### src/rtl/inst_aligner_if.sv
// Bundle of the aligner's control, fetch and decoder-side handshake signals.
// The master side is the aligner itself; the slave side is the surrounding
// fetch unit / decoder environment.
interface inst_aligner_if;
  logic        rdy_in;
  logic        flush_in;
  logic [31:0] flush_pc;
  logic        req_valid;
  logic [31:0] req_addr;
  logic        resp_valid;
  logic [31:0] resp_addr;
  logic [31:0] resp_data;
  logic        inst_valid;
  logic        inst_ready;
  logic [31:0] inst_out;
  logic [31:0] inst_pc;
  logic        inst_is_c;

  modport master (
    input  rdy_in, flush_in, flush_pc, resp_valid, resp_addr, resp_data, inst_ready,
    output req_valid, req_addr, inst_valid, inst_out, inst_pc, inst_is_c
  );

  modport slave (
    output rdy_in, flush_in, flush_pc, resp_valid, resp_addr, resp_data, inst_ready,
    input  req_valid, req_addr, inst_valid, inst_out, inst_pc, inst_is_c
  );
endinterface

### src/rtl/inst_aligner.sv
// Fetch-side realignment buffer: splits word-aligned fetch responses into
// halfwords, finds RVC / 32-bit boundaries (including word-straddling 32-bit
// instructions) and hands one instruction per handshake to the decoder.
// Stale responses after a redirect are dropped by address match.
module inst_aligner #(
  parameter int unsigned BUF_HW   = 4,
  parameter logic [31:0] RESET_PC = 32'h0000_0000
) (
  input logic             clk_in,
  input logic             rst_in,
  inst_aligner_if.master  bus
);

  localparam int unsigned PW = $clog2(BUF_HW);
  localparam logic [PW-1:0] IDX_ONE  = PW'(1);
  localparam logic [PW:0]   CNT_ZERO = (PW+1)'(0);
  localparam logic [PW:0]   CNT_ONE  = (PW+1)'(1);
  localparam logic [PW:0]   CNT_TWO  = (PW+1)'(2);
  // A push adds at most two halfwords, so accept only with two free slots.
  localparam logic [PW:0]   CNT_ROOM = (PW+1)'(BUF_HW - 2);

  logic [15:0]   hw_buf_q [BUF_HW];
  logic [PW-1:0] head_q;
  logic [PW:0]   count_q;
  logic [31:0]   head_pc_q;
  logic [31:0]   expect_addr_q;
  logic          drop_lo_q;

  logic [15:0]   hw0_s;
  logic [15:0]   hw1_s;
  logic          is32_s;
  logic          active_s;
  logic          room_s;
  logic          inst_valid_s;
  logic          accept_s;
  logic          pop_s;
  logic [PW:0]   push_n_s;
  logic [PW:0]   pop_n_s;
  logic [PW-1:0] tail_s;
  logic [PW-1:0] tail1_s;

  // Decode the head of the buffer and the push/pop decisions for this cycle.
  always_comb begin
    hw0_s        = hw_buf_q[head_q];
    hw1_s        = hw_buf_q[head_q + IDX_ONE];
    is32_s       = (hw0_s[1:0] == 2'b11);
    active_s     = rst_in & bus.rdy_in & ~bus.flush_in;
    room_s       = (count_q <= CNT_ROOM);
    inst_valid_s = active_s & (is32_s ? (count_q >= CNT_TWO) : (count_q >= CNT_ONE));
    // Acceptance uses the pre-pop count so push and pop may share a cycle.
    accept_s     = active_s & bus.resp_valid & (bus.resp_addr == expect_addr_q) & room_s;
    pop_s        = inst_valid_s & bus.inst_ready;
    pop_n_s      = pop_s ? (is32_s ? CNT_TWO : CNT_ONE) : CNT_ZERO;
    push_n_s     = accept_s ? (drop_lo_q ? CNT_ONE : CNT_TWO) : CNT_ZERO;
    tail_s       = head_q + count_q[PW-1:0];
    tail1_s      = tail_s + IDX_ONE;
  end

  // Drive the interface outputs; everything reads zero while in reset.
  always_comb begin
    bus.req_valid  = active_s & room_s;
    bus.req_addr   = rst_in ? expect_addr_q : 32'h0000_0000;
    bus.inst_valid = inst_valid_s;
    if (inst_valid_s) begin
      bus.inst_out  = is32_s ? {hw1_s, hw0_s} : {16'h0000, hw0_s};
      bus.inst_pc   = head_pc_q;
      bus.inst_is_c = ~is32_s;
    end else begin
      bus.inst_out  = 32'h0000_0000;
      bus.inst_pc   = 32'h0000_0000;
      bus.inst_is_c = 1'b0;
    end
  end

  // Buffer, pointers and fetch address; flush wins over push/pop, rdy_in low freezes all.
  always_ff @(posedge clk_in or negedge rst_in) begin
    if (!rst_in) begin
      for (int i = 0; i < BUF_HW; i++) begin
        hw_buf_q[i] <= 16'h0000;
      end
      head_q        <= {PW{1'b0}};
      count_q       <= CNT_ZERO;
      head_pc_q     <= RESET_PC;
      expect_addr_q <= {RESET_PC[31:2], 2'b00};
      drop_lo_q     <= RESET_PC[1];
    end else if (bus.rdy_in && bus.flush_in) begin
      head_q        <= {PW{1'b0}};
      count_q       <= CNT_ZERO;
      head_pc_q     <= bus.flush_pc;
      expect_addr_q <= {bus.flush_pc[31:2], 2'b00};
      drop_lo_q     <= bus.flush_pc[1];
    end else begin
      if (accept_s) begin
        // A redirect into the upper half of a word skips the lower halfword once.
        if (drop_lo_q) begin
          hw_buf_q[tail_s] <= bus.resp_data[31:16];
        end else begin
          hw_buf_q[tail_s]  <= bus.resp_data[15:0];
          hw_buf_q[tail1_s] <= bus.resp_data[31:16];
        end
        drop_lo_q     <= 1'b0;
        expect_addr_q <= expect_addr_q + 32'd4;
      end
      if (pop_s) begin
        head_q    <= head_q + pop_n_s[PW-1:0];
        head_pc_q <= head_pc_q + (is32_s ? 32'd4 : 32'd2);
      end
      count_q <= count_q + push_n_s - pop_n_s;
    end
  end

endmodule
### src/flat_wrapper.sv
// flat-port wrapper written by rule: the top's interface ports become plain ports
module inst_aligner_flat 
#(
  parameter int unsigned BUF_HW   = 4,
  parameter logic [31:0] RESET_PC = 32'h0000_0000
)
  (clk_in, rst_in, bus_rdy_in, bus_flush_in, bus_flush_pc, bus_resp_valid, bus_resp_addr, bus_resp_data, bus_inst_ready, bus_req_valid, bus_req_addr, bus_inst_valid, bus_inst_out, bus_inst_pc, bus_inst_is_c);
  inst_aligner_if bus_i ();
  input logic clk_in;
  input logic rst_in;
  input wire logic [$bits(bus_i.rdy_in)-1:0] bus_rdy_in;
  input wire logic [$bits(bus_i.flush_in)-1:0] bus_flush_in;
  input wire logic [$bits(bus_i.flush_pc)-1:0] bus_flush_pc;
  input wire logic [$bits(bus_i.resp_valid)-1:0] bus_resp_valid;
  input wire logic [$bits(bus_i.resp_addr)-1:0] bus_resp_addr;
  input wire logic [$bits(bus_i.resp_data)-1:0] bus_resp_data;
  input wire logic [$bits(bus_i.inst_ready)-1:0] bus_inst_ready;
  output wire logic [$bits(bus_i.req_valid)-1:0] bus_req_valid;
  output wire logic [$bits(bus_i.req_addr)-1:0] bus_req_addr;
  output wire logic [$bits(bus_i.inst_valid)-1:0] bus_inst_valid;
  output wire logic [$bits(bus_i.inst_out)-1:0] bus_inst_out;
  output wire logic [$bits(bus_i.inst_pc)-1:0] bus_inst_pc;
  output wire logic [$bits(bus_i.inst_is_c)-1:0] bus_inst_is_c;
  assign bus_i.rdy_in = bus_rdy_in;
  assign bus_i.flush_in = bus_flush_in;
  assign bus_i.flush_pc = bus_flush_pc;
  assign bus_i.resp_valid = bus_resp_valid;
  assign bus_i.resp_addr = bus_resp_addr;
  assign bus_i.resp_data = bus_resp_data;
  assign bus_i.inst_ready = bus_inst_ready;
  assign bus_req_valid = bus_i.req_valid;
  assign bus_req_addr = bus_i.req_addr;
  assign bus_inst_valid = bus_i.inst_valid;
  assign bus_inst_out = bus_i.inst_out;
  assign bus_inst_pc = bus_i.inst_pc;
  assign bus_inst_is_c = bus_i.inst_is_c;
  inst_aligner #(.BUF_HW(BUF_HW), .RESET_PC(RESET_PC)) u_core (.clk_in(clk_in), .rst_in(rst_in), .bus(bus_i));
endmodule
### config.mk
export PLATFORM = sky130hd
export DESIGN_NAME = inst_aligner_flat
export DESIGN_NICKNAME = d
export VERILOG_FILES = /design/src/rtl/inst_aligner_if.sv /design/src/rtl/inst_aligner.sv /design/src/flat_wrapper.sv
export SDC_FILE = /design/constraint.sdc
export NUM_CORES = 1
export LEC_CHECK = 0
export CAP_MARGIN = 20
export CELL_PAD_IN_SITES_DETAIL_PLACEMENT = 1
export CELL_PAD_IN_SITES_GLOBAL_PLACEMENT = 1
export CORE_AREA = 4 4 158 160
export DETAILED_ROUTE_END_ITERATION = 12
export DIE_AREA = 0 0 162 164
export PLACE_DENSITY = 0.95
export SLEW_MARGIN = 20
export SYNTH_ARGS = -nofsm -noshare
export SYNTH_HDL_FRONTEND = slang
export SYNTH_SLANG_ARGS = --single-unit
### constraint.sdc
create_clock -name clk_in -period 6.4 [get_ports clk_in]
set_input_delay 1.92 -clock clk_in [delete_from_list [all_inputs] [get_ports clk_in]]
set_output_delay 1.92 -clock clk_in [all_outputs]
set_load 0.05 [all_outputs]
==> out/metrics.cfg, run 1 <==
[timing]
whs_ns = 0.5003
period_share_pct = 88.70
fin_skew_ns = 0.02168
slew-limit-headroom_pct = 28.99
slew_violations = 0
setup_violations = 0
fmax_ghz = 0.1762
finalCriticalPeriod_ns = 5.677
fin_setup_tns_ns = 0
rsz0062_at_grt = false
hold_viol = 0
worst_pin_slew_ns = 1.065

[floorplanning]
num_rows = 56
die_area_sq_mm = 0.02657
coreArea_sq_mm = 0.02340
fp.dieW_microns = 162
start_util_pct = 41.53
ios = 201
die_height_microns = 164

[routing]
ant_nets = 0
drt-total-wl_microns = 41290
drt_first_pass_iters = 6
first_iter_violations = 1086
drc = 0
routedWlPerCell_microns = 24.95
viasPerCell = 6.450
vias = 10674

[run_status]
status = finished clean

[clocking]
cts_tree = done
cts_root_buf = clkbuf_16
clk_pin_slew_ns = 0.07
post_cts_resized = 0
clk_latency_ns = 0.45
cts_hold_buffers = 0
clk_path_buf_depth = 2
htreeDepth = 4
clock-sinks = 132
cts_setup_buffers = 0
cts_buffers = 17

[logic_synthesis]
ys.flop_type = dfrtp_1
ys.warnings.count = 0
syn_area_per_cell_sq_um = 8.160
ys_seq_area_share_pct = 33.99
ys_seq_elements = 132
synth-async-reset-ratio_pct = 100.0
syn_area_sq_mm = 0.009718
syn_inst = 1191
ys_types = 54
synth_edf_count = 0

[global_route]
grt_pass1_wl_microns = 64110
antenna_found_initial = 1
grt_max_degree = 89
grt_usage_pct = 30.85
overflow = 0
grt_pass1_vias = 11182

[place]
dp_hpwl_microns = 27760
io_buffers = 198
gp_congestion = 0.8776

[critical_path]
reg2reg_setup_slack_ns = 1.91
crit_type = input port to primary output
crit_path_end_kind = primary output
start_kind = input port
arrival_ns = 3.76
critical_path_required_ns = 4.48
path_max_fanout = 43

[final_layout]
syn_to_final_growth_pct = 35.12
drive_above_1_share_pct = 13.93
nFillCells = 2667
fin_nets = 1442

[power_and_ir_drop]
powerDensity_mw_per_mm2 = 216.3
max-vdd-ir-drop_mv = 0.2230
p_leak_nw = 5.132

[min_path]
min_path_type = flip-flop to flip-flop

[run]
max_cap_violations = 0

==> worst max-delay path, stage by stage <==
cell and delay [ns]:
clkdlybuf4s50_1 0.48, nand3b_1 0.27, a21oi_4 0.18, buf_4 0.41, and3_1 0.32, buf_12 0.16
==> cells in the mapped netlist (4+ instances only) <==
library cell / number / area (sq um)
a31oi_1: 71 / 444.2
buf_2: 4 / 20.02
o311ai_0: 4 / 35.03
mux4_2: 32 / 720.7
nand2b_1: 7 / 43.79
inv_1: 19 / 71.32
o21ai_0: 90 / 450.4
o31ai_1: 7 / 52.55
o211ai_1: 6 / 45.04
or3_1: 16 / 100.1
and3_1: 26 / 162.7
and2_1: 84 / 525.5
mux2_2: 17 / 191.4
xnor2_1: 35 / 306.5
nand3_1: 58 / 290.3
a211oi_1: 5 / 37.54
nor3_1: 14 / 70.07
dfrtp_1: 132 / 3303
buf_1: 14 / 52.55
nor2_1: 135 / 506.7
or4_1: 6 / 45.04
ha_1: 15 / 187.7
clkbuf_1: 90 / 337.8
xor2_1: 13 / 113.9
a21oi_1: 54 / 270.3
a22oi_1: 32 / 240.2
nand4_1: 27 / 168.9
nand2_1: 130 / 488.0
==> registers in the layout (all words and copies together), names as in the netlist <==
signal / cells
u_core.expect_addr_q: 30
u_core.count_q: 3
u_core.head_pc_q: 32
u_core.hw_buf_q: 64
u_core.head_q: 2
u_core.drop_lo_q: 1
==> kinds of logic after synthesis <==
logic type / count (synthesis) / synth area share [%]
multiplexers: 52 / 9.695
other: 1 / 0.03859
adder cells (fa/ha/maj): 18 / 2.549
AO/OA/AOI/OAI: 285 / 17.57
AND/OR/NAND/NOR: 525 / 26.64
flip-flops: 132 / 33.99
buffers and inverters: 130 / 5.189
XOR/XNOR: 48 / 4.326
==> cells in the final DEF, fill, tap and decap left out, types with 4 or more instances in the layout <==
cell type | Yosys | final
xor2_1 | 13 | 13
mux4_2 | 32 | 32
nand2b_1 | 7 | 7
inv_1 | 19 | 19
and3_1 | 26 | 26
a31oi_1 | 71 | 71
xnor2_1 | 35 | 35
a211oi_1 | 5 | 5
a21oi_1 | 54 | 53
buf_12 | 0 | 66
o211ai_1 | 6 | 6
mux2_2 | 17 | 17
clkdlybuf4s50_1 | 0 | 130
dfrtp_1 | 132 | 130
a22oi_1 | 32 | 32
or4_1 | 6 | 6
nor3_1 | 14 | 14
nand4_1 | 27 | 27
and2_1 | 84 | 84
inv_6 | 0 | 5
nor2_1 | 135 | 135
o21ai_0 | 90 | 90
nand3_1 | 58 | 58
or3_1 | 16 | 16
o311ai_0 | 4 | 4
ha_1 | 15 | 15
o31ai_1 | 7 | 7
clkbuf_16 | 0 | 17
nand2_1 | 130 | 129
clkinv_4 | 0 | 4
buf_4 | 3 | 25
==> through the flow <==
stage               area, sq um  utilization [%]  setup WS (ns)  cells  power (mW)
detailed placement        12530            53.54         0.8155   1622       1.791
global route              13130            56.10         0.6455   1654       2.950
floorplan                  9722                -          1.114   1192       1.452
global placement          12530            53.54         0.9056   1622       1.743
CTS                       13130            56.09         0.7454   1654       2.830
finish                    13130            56.11         0.7233   1655       2.840
==> path summary, 6_finish.rpt <==
kind / startpoint / end / cells after the start
worst max-delay path: bus_flush_in / bus_inst_out[25] / 6
worst min register to register: u_core.hw_buf_q[9] / u_core.hw_buf_q[9] / 2
max in group asynchronous: rst_in / u_core.drop_lo_q / 2
worst max register to register: u_core.head_q[1] / u_core.hw_buf_q[8] / 9
worst min-delay path: u_core.hw_buf_q[9] / u_core.hw_buf_q[9] / 2
min in group asynchronous: rst_in / u_core.head_pc_q[12] / 1
==> power breakdown <==
group	leakage, nW	total, mW	switching (mW)	internal [mW]
Clock	0.287	1.03	0.445	0.584
Sequential	1.69	1.00	0.113	0.891
Combinational	3.15	0.808	0.503	0.305
==> layer usage <==
metal | track usage, % | up-vias | wire length (microns)
li1 | - | 4515 | -
met1 | 35.56 | 5303 | 14920
met2 | 53.65 | 686 | 20590
met3 | 6.223 | 170 | 3449
met4 | 17.49 | 0 | 2320
met5 | 0 | - | 0
==> area by class of cell <==
class	instances	area [sq um]	share of cell area, %
Inverter	19	71.32	0.5431
Multi-Input combinational cell	930	5933	45.18
Tap cell	319	399.1	3.040
Antenna cell	1	2.502	0.01906
Clock buffer	17	425.4	3.240
Clock inverter	15	170.2	1.296
Sequential cell	132	3308	25.19
Timing Repair Buffer	222	2821	21.49
No activity file was read; power rests on OpenSTA's default activity.
==> run 2: changes to the inputs <==
Settings changed: CTS_CLUSTER_DIAMETER from default to 50, PLACE_DENSITY 0.95 to default, PLACE_DENSITY_LB_ADDON from default to 0.12.
==> run 2 against run 1 <==
Effect of this change:
- sequential share of layout area shrank 0.072 points
- worst hold slack lost 0.022 ns
- final cell count shrank 0.24%
- global-route usage shrank 4.3 points
- routed wire length shrank 13%
- critical path type unchanged
==> out/metrics.cfg, run 2 (same netlist as run 1, synthesis figures left out) <==
[timing]
period_share_pct = 93.34  ; +4.6 points
hold_viol = 0  ; unchanged
setup_ws_ns = 0.4265  ; -0.2968 ns
finalCriticalPeriod_ns = 5.973  ; +0.2968 ns
worst_pin_slew_ns = 0.9934  ; -0.07177 ns
fmax_ghz = 0.1674  ; -5.0%
slew_violations = 0  ; unchanged
setup_violations = 0  ; unchanged
fin_skew_ns = 0.01250  ; -0.009182 ns
slew-limit-headroom_pct = 33.77  ; +4.8 points
fin_setup_tns_ns = 0  ; unchanged
rsz0062_at_grt = false

[critical_path]
path_max_fanout = 4  ; -91%
crit_path_end_kind = primary output
critical_path_required_ns = 4.48  ; about the same
start_kind = input port
path_common_cell = clkdlybuf4s50_1
arrival_ns = 4.05  ; +0.29 ns
slowest_stage = clkdlybuf4s50_1
crit_chain = clkdlybuf4s50_1 > nand3b_1 > a211o_1 > inv_1 > clkdlybuf4s50_1
path_delay_family = buffers and inverters
path_buf_inv = 3  ; unchanged
slowest_delay_ns = 0.80  ; +0.32 ns
crit_type = input port to primary output

[place]
dp_hpwl_microns = 25240  ; -9.1%
io_buffers = 198  ; unchanged
dp_slack_ns = 0.4552  ; -0.3603 ns
gp_congestion = 0.8346  ; -4.9%

[routing]
drc = 0  ; unchanged
drt_first_pass_iters = 4  ; -2
first_iter_violations = 687  ; -37%
viasPerCell = 5.929  ; -8.1%
drt-total-wl_microns = 35830  ; -13%
ant_nets = 0  ; unchanged
routedWlPerCell_microns = 21.70  ; -13%
vias = 9788  ; -8.3%

[final_layout]
seqCellArea_sq_mm = 0.003308  ; unchanged
regMostFlops = u_core.hw_buf_q
nFillCells = 2743  ; +2.8%
multi_input_area_sq_mm = 0.005933  ; unchanged
final_cell_mix = 135 x nor2_1, 131 x clkdlybuf4s50_1, 130 x dfrtp_1
largest_register_ffs = 64  ; unchanged
drive_above_1_share_pct = 13.66  ; -0.27 points
insertedDiodeCount = 0  ; -1
fin_nets = 1440  ; -0.14%
final_common_cell = nor2_1
reg_top3 = u_core.hw_buf_q (64), u_core.head_pc_q (32), u_core.expect_addr_q (30)
syn_to_final_growth_pct = 35.51

[floorplanning]
fp.dieW_microns = 162  ; unchanged
start_util_pct = 41.53  ; unchanged
die_height_microns = 164  ; unchanged
coreArea_sq_mm = 0.02340  ; unchanged
die_area_sq_mm = 0.02657  ; unchanged
num_rows = 56  ; unchanged
ios = 201  ; unchanged

[clocking]
cts_buffers = 17  ; unchanged
htreeDepth = 4  ; unchanged
cts_setup_buffers = 0  ; unchanged
cts_root_buf = clkbuf_16
cts_tree = done
post_cts_resized = 0  ; unchanged
clk_pin_slew_ns = 0.06  ; about the same
cts_hold_buffers = 0  ; unchanged
clock-sinks = 132  ; unchanged
clk_path_buf_depth = 2  ; unchanged
clk_latency_ns = 0.44  ; about the same

[run_status]
status = finished clean

[power_and_ir_drop]
max-vdd-ir-drop_mv = 0.1529  ; -31%
powerDensity_mw_per_mm2 = 215.1  ; -0.55%
p_leak_nw = 5.139  ; +0.12%

[global_route]
antenna_found_initial = 0  ; -1
overflow = 0  ; unchanged
grt_pass1_wl_microns = 55490  ; -13%
grt_usage_pct = 26.58  ; -4.3 points
grt_max_degree = 109  ; +22%
grt_pass1_vias = 9909  ; -11%

[run]
max_cap_violations = 0  ; unchanged

[min_path]
min_path_type = flip-flop to flip-flop

run 2: through the flow:
stage,util (%),cell area [sq um],instances,hold slack (ns),power (mW)
floorplan,-,9722,1192,0.4374,1.452
global placement,53.61,12550,1620,0.4593,1.748
detailed placement,53.61,12550,1620,0.4698,1.773
CTS,56.27,13170,1651,0.4849,2.839
global route,56.27,13170,1651,0.5255,2.954
finish,56.27,13170,1651,0.4780,2.832
run 2: final timing paths:
| check | start | to | slack [ns] | cells past startpoint |
|---|---|---|---|---|
| setup reg to reg | u_core.head_q[1] | u_core.hw_buf_q[29] | 2.27 | 8 |
| hold reg to reg | u_core.head_pc_q[0] | u_core.head_pc_q[0] | 0.48 | 2 |
| hold / removal | u_core.head_pc_q[0] | u_core.head_pc_q[0] | 0.48 | 2 |
| max in group asynchronous | rst_in | u_core.head_pc_q[8] | 4.20 | 3 |
| setup / recovery | bus_flush_in | bus_req_valid | 0.43 | 5 |
| min in group asynchronous | rst_in | u_core.expect_addr_q[12] | 1.55 | 2 |
run 2: cell type report:
type	instances	area share, %
Inverter	19	0.5416
Clock inverter	13	1.397
Tap cell	319	3.031
Sequential cell	132	25.12
Multi-Input combinational cell	930	45.05
Timing Repair Buffer	220	21.52
Clock buffer	18	3.335
run 2: tightest hold or removal path: cells and delay by family, from the launching register on:
family / cells / cell delay (ns)
flip-flops: 1 / 0.34
AND/OR/NAND/NOR: 2 / 0.10
run 2: report_power, final:
part	switching [mW]	leakage, nW	internal [mW]
registers	0.107	1.69	0.891
clock network	0.409	0.298	0.659
logic	0.461	3.15	0.305
run 2: metal layers:
metal / GRT usage, % / vias up / part of all wire [%]
li1: - / 4510 / -
met5: 0 / - / 0
met1: 32.10 / 4891 / 40
met3: 4.467 / 61 / 5.8
met2: 46.86 / 326 / 51
met4: 11.65 / 0 / 3.3
==> run 3: changes to the inputs <==
Settings changed: CORE_AREA 4 4 158 160 to 4 4 185 187, CTS_CLUSTER_DIAMETER 50 to default, DIE_AREA 0 0 162 164 to 0 0 189 191.
==> run 3 against run 2 <==
Effect of this change:
- sequential cell count stayed put
- first-iteration DRC count fell by 19%
- non-clock buffer count is 1 higher
- clock power shrank 5%
- clock skew is 0.00064 ns higher
- sequential share of layout area rose by 0.38 points
- design area fell by 1.5%
- routed wire length rose by 6.1%
- die area increased by 36%
- via count fell by 3.3%
- worst hold slack got worse by 0.0015 ns
- critical path type unchanged
==> out/metrics.cfg, run 3 (same netlist as run 1, synthesis figures left out) <==
[run_status]
status = finished clean

[place]
dp_slack_ns = 0.6713  ; +0.2161 ns
dp_hpwl_microns = 27050  ; +7.2%
io_buffers = 198  ; unchanged
place_area_sq_mm = 0.01238  ; -1.3%
gp_congestion = 0.8180  ; -2.0%

[floorplanning]
num_rows = 66  ; +18%
coreArea_sq_mm = 0.03245  ; +39%
start_util_pct = 29.94  ; -12 points
die_height_microns = 191  ; +16%
die_area_sq_mm = 0.03610  ; +36%
fp.dieW_microns = 189  ; +17%
ios = 201  ; unchanged

[timing]
worst_pin_slew_ns = 1.043  ; +0.04926 ns
hold_viol = 0  ; unchanged
whs_ns = 0.4764  ; -0.001539 ns
setup_ws_ns = 0.6470  ; +0.2205 ns
slew_violations = 0  ; unchanged
fin_skew_ns = 0.01314  ; +0.0006414 ns
slew-limit-headroom_pct = 30.49  ; -3.3 points
finalCriticalPeriod_ns = 5.753  ; -0.2205 ns
rsz0062_at_grt = false
fin_setup_tns_ns = 0  ; unchanged
fmax_ghz = 0.1738  ; +3.8%
period_share_pct = 89.89  ; -3.4 points
setup_violations = 0  ; unchanged

[min_path]
min_path_type = flip-flop to flip-flop
worstHoldEndpoint = u_core.head_pc_q[0]
min_delay_path_depth = 2  ; unchanged
hold_start = u_core.head_pc_q[0]

[final_layout]
drive_above_1_share_pct = 13.89  ; +0.23 points
final_cell_mix = 135 x nor2_1, 130 x clkdlybuf4s50_1, 130 x dfrtp_1
final_util_pct = 39.97  ; -16 points
largest_register_ffs = 64  ; unchanged
fin_nets = 1441  ; +0.069%
fin_area_sq_mm = 0.01297  ; -1.5%
regMostFlops = u_core.hw_buf_q
insertedDiodeCount = 0  ; unchanged
final_common_cell = nor2_1
reg_top3 = u_core.hw_buf_q (64), u_core.head_pc_q (32), u_core.expect_addr_q (30)
syn_to_final_growth_pct = 33.48
nFillCells = 3782  ; +38%

[power_and_ir_drop]
max-vdd-ir-drop_mv = 0.1964  ; +28%
powerDensity_mw_per_mm2 = 213.2  ; -0.86%
p_leak_nw = 5.049  ; -1.7%

[global_route]
grt_pass1_vias = 9741  ; -1.7%
overflow = 0  ; unchanged
grt_pass1_wl_microns = 58700  ; +5.8%
grt_usage_pct = 20.90  ; -5.7 points
antenna_found_initial = 0  ; unchanged
grt_max_degree = 81  ; -26%

[clocking]
clk_pin_slew_ns = 0.06  ; about the same
post_cts_resized = 0  ; unchanged
cts_root_buf = clkbuf_16
htreeDepth = 4  ; unchanged
cts_setup_buffers = 0  ; unchanged
clock-sinks = 132  ; unchanged
clk_latency_ns = 0.43  ; about the same
cts_tree = done
cts_hold_buffers = 0  ; unchanged
clk_path_buf_depth = 2  ; unchanged
cts_buffers = 17  ; unchanged

[critical_path]
path_delay_family = buffers and inverters
arrival_ns = 3.83  ; -0.22 ns
slowest_delay_ns = 0.48  ; -0.32 ns
start_kind = input port
critical_path_required_ns = 4.48  ; about the same
slowest_stage = clkdlybuf4s50_1
reg2reg_setup_slack_ns = 2.13  ; -0.14 ns
crit_type = input port to primary output
path_buf_inv = 3  ; unchanged
rr_startpoint = u_core.head_q[1]
crit_path_end_kind = primary output
crit_chain = clkdlybuf4s50_1 > nand3b_1 > a21oi_4 > buf_4 > and3_1 > buf_12
worst_r2r_endpoint = u_core.hw_buf_q[1]
ff2ff_path_depth = 9  ; +1
path_max_fanout = 63  ; +59

[routing]
vias = 9461  ; -3.3%
viasPerCell = 5.333  ; -10%
first_iter_violations = 559  ; -19%
drt_first_pass_iters = 5  ; +1
drc = 0  ; unchanged
routedWlPerCell_microns = 21.44  ; -1.2%
ant_nets = 0  ; unchanged
drt-total-wl_microns = 38030  ; +6.1%

[run]
max_cap_violations = 0  ; unchanged

[run 3: through the flow]
stage / std cells / total power [mW]
finish: 1774 / 2.766
global route: 1774 / 2.910
CTS: 1774 / 2.792
detailed placement: 1744 / 1.763
global placement: 1744 / 1.749
floorplan: 1192 / 1.452
[run 3: power breakdown]
part	switching, mW	internal (mW)
Clock	0.412	0.608
Sequential	0.110	0.891
Combinational	0.461	0.283
[run 3: layout make-up]
type,count,area (sq um),share of cell area [%]
multi-input combinational,930,5938,45.78
sequential,132,3308,25.50
timing repair buffer,221,2514,19.38
tap,442,553.0,4.264
clock buffer,17,425.4,3.280
clock inverter,13,161.4,1.244
inverter,19,71.32,0.5498
[run 3: how the worst max path moves through the flow]
stage                 startpoint                to  slack, ns  cells past startpoint
global placement    bus_flush_in  bus_inst_out[23]       0.75                      6
global route        bus_flush_in  bus_inst_out[23]       0.55                      6
CTS                 bus_flush_in  bus_inst_out[24]       0.66                      6
finish              bus_flush_in  bus_inst_out[31]       0.65                      6
detailed placement  bus_flush_in  bus_inst_out[24]       0.67                      6
floorplan           bus_flush_in  bus_inst_out[10]       1.11                      4
[run 3: layer usage]
metal	track usage [%]	vias up	part of all wire, %
met5	0	-	0
met4	5.185	0	1.6
met3	3.159	37	3.5
met2	37.14	199	51
met1	26.73	4722	44
li1	-	4503	-
[run 3: worst min-delay path: cells and delay by family, from the launching register on]
kind             cells  cell delay, ns
DFF                  1            0.34
and+or+nand+nor      2            0.11
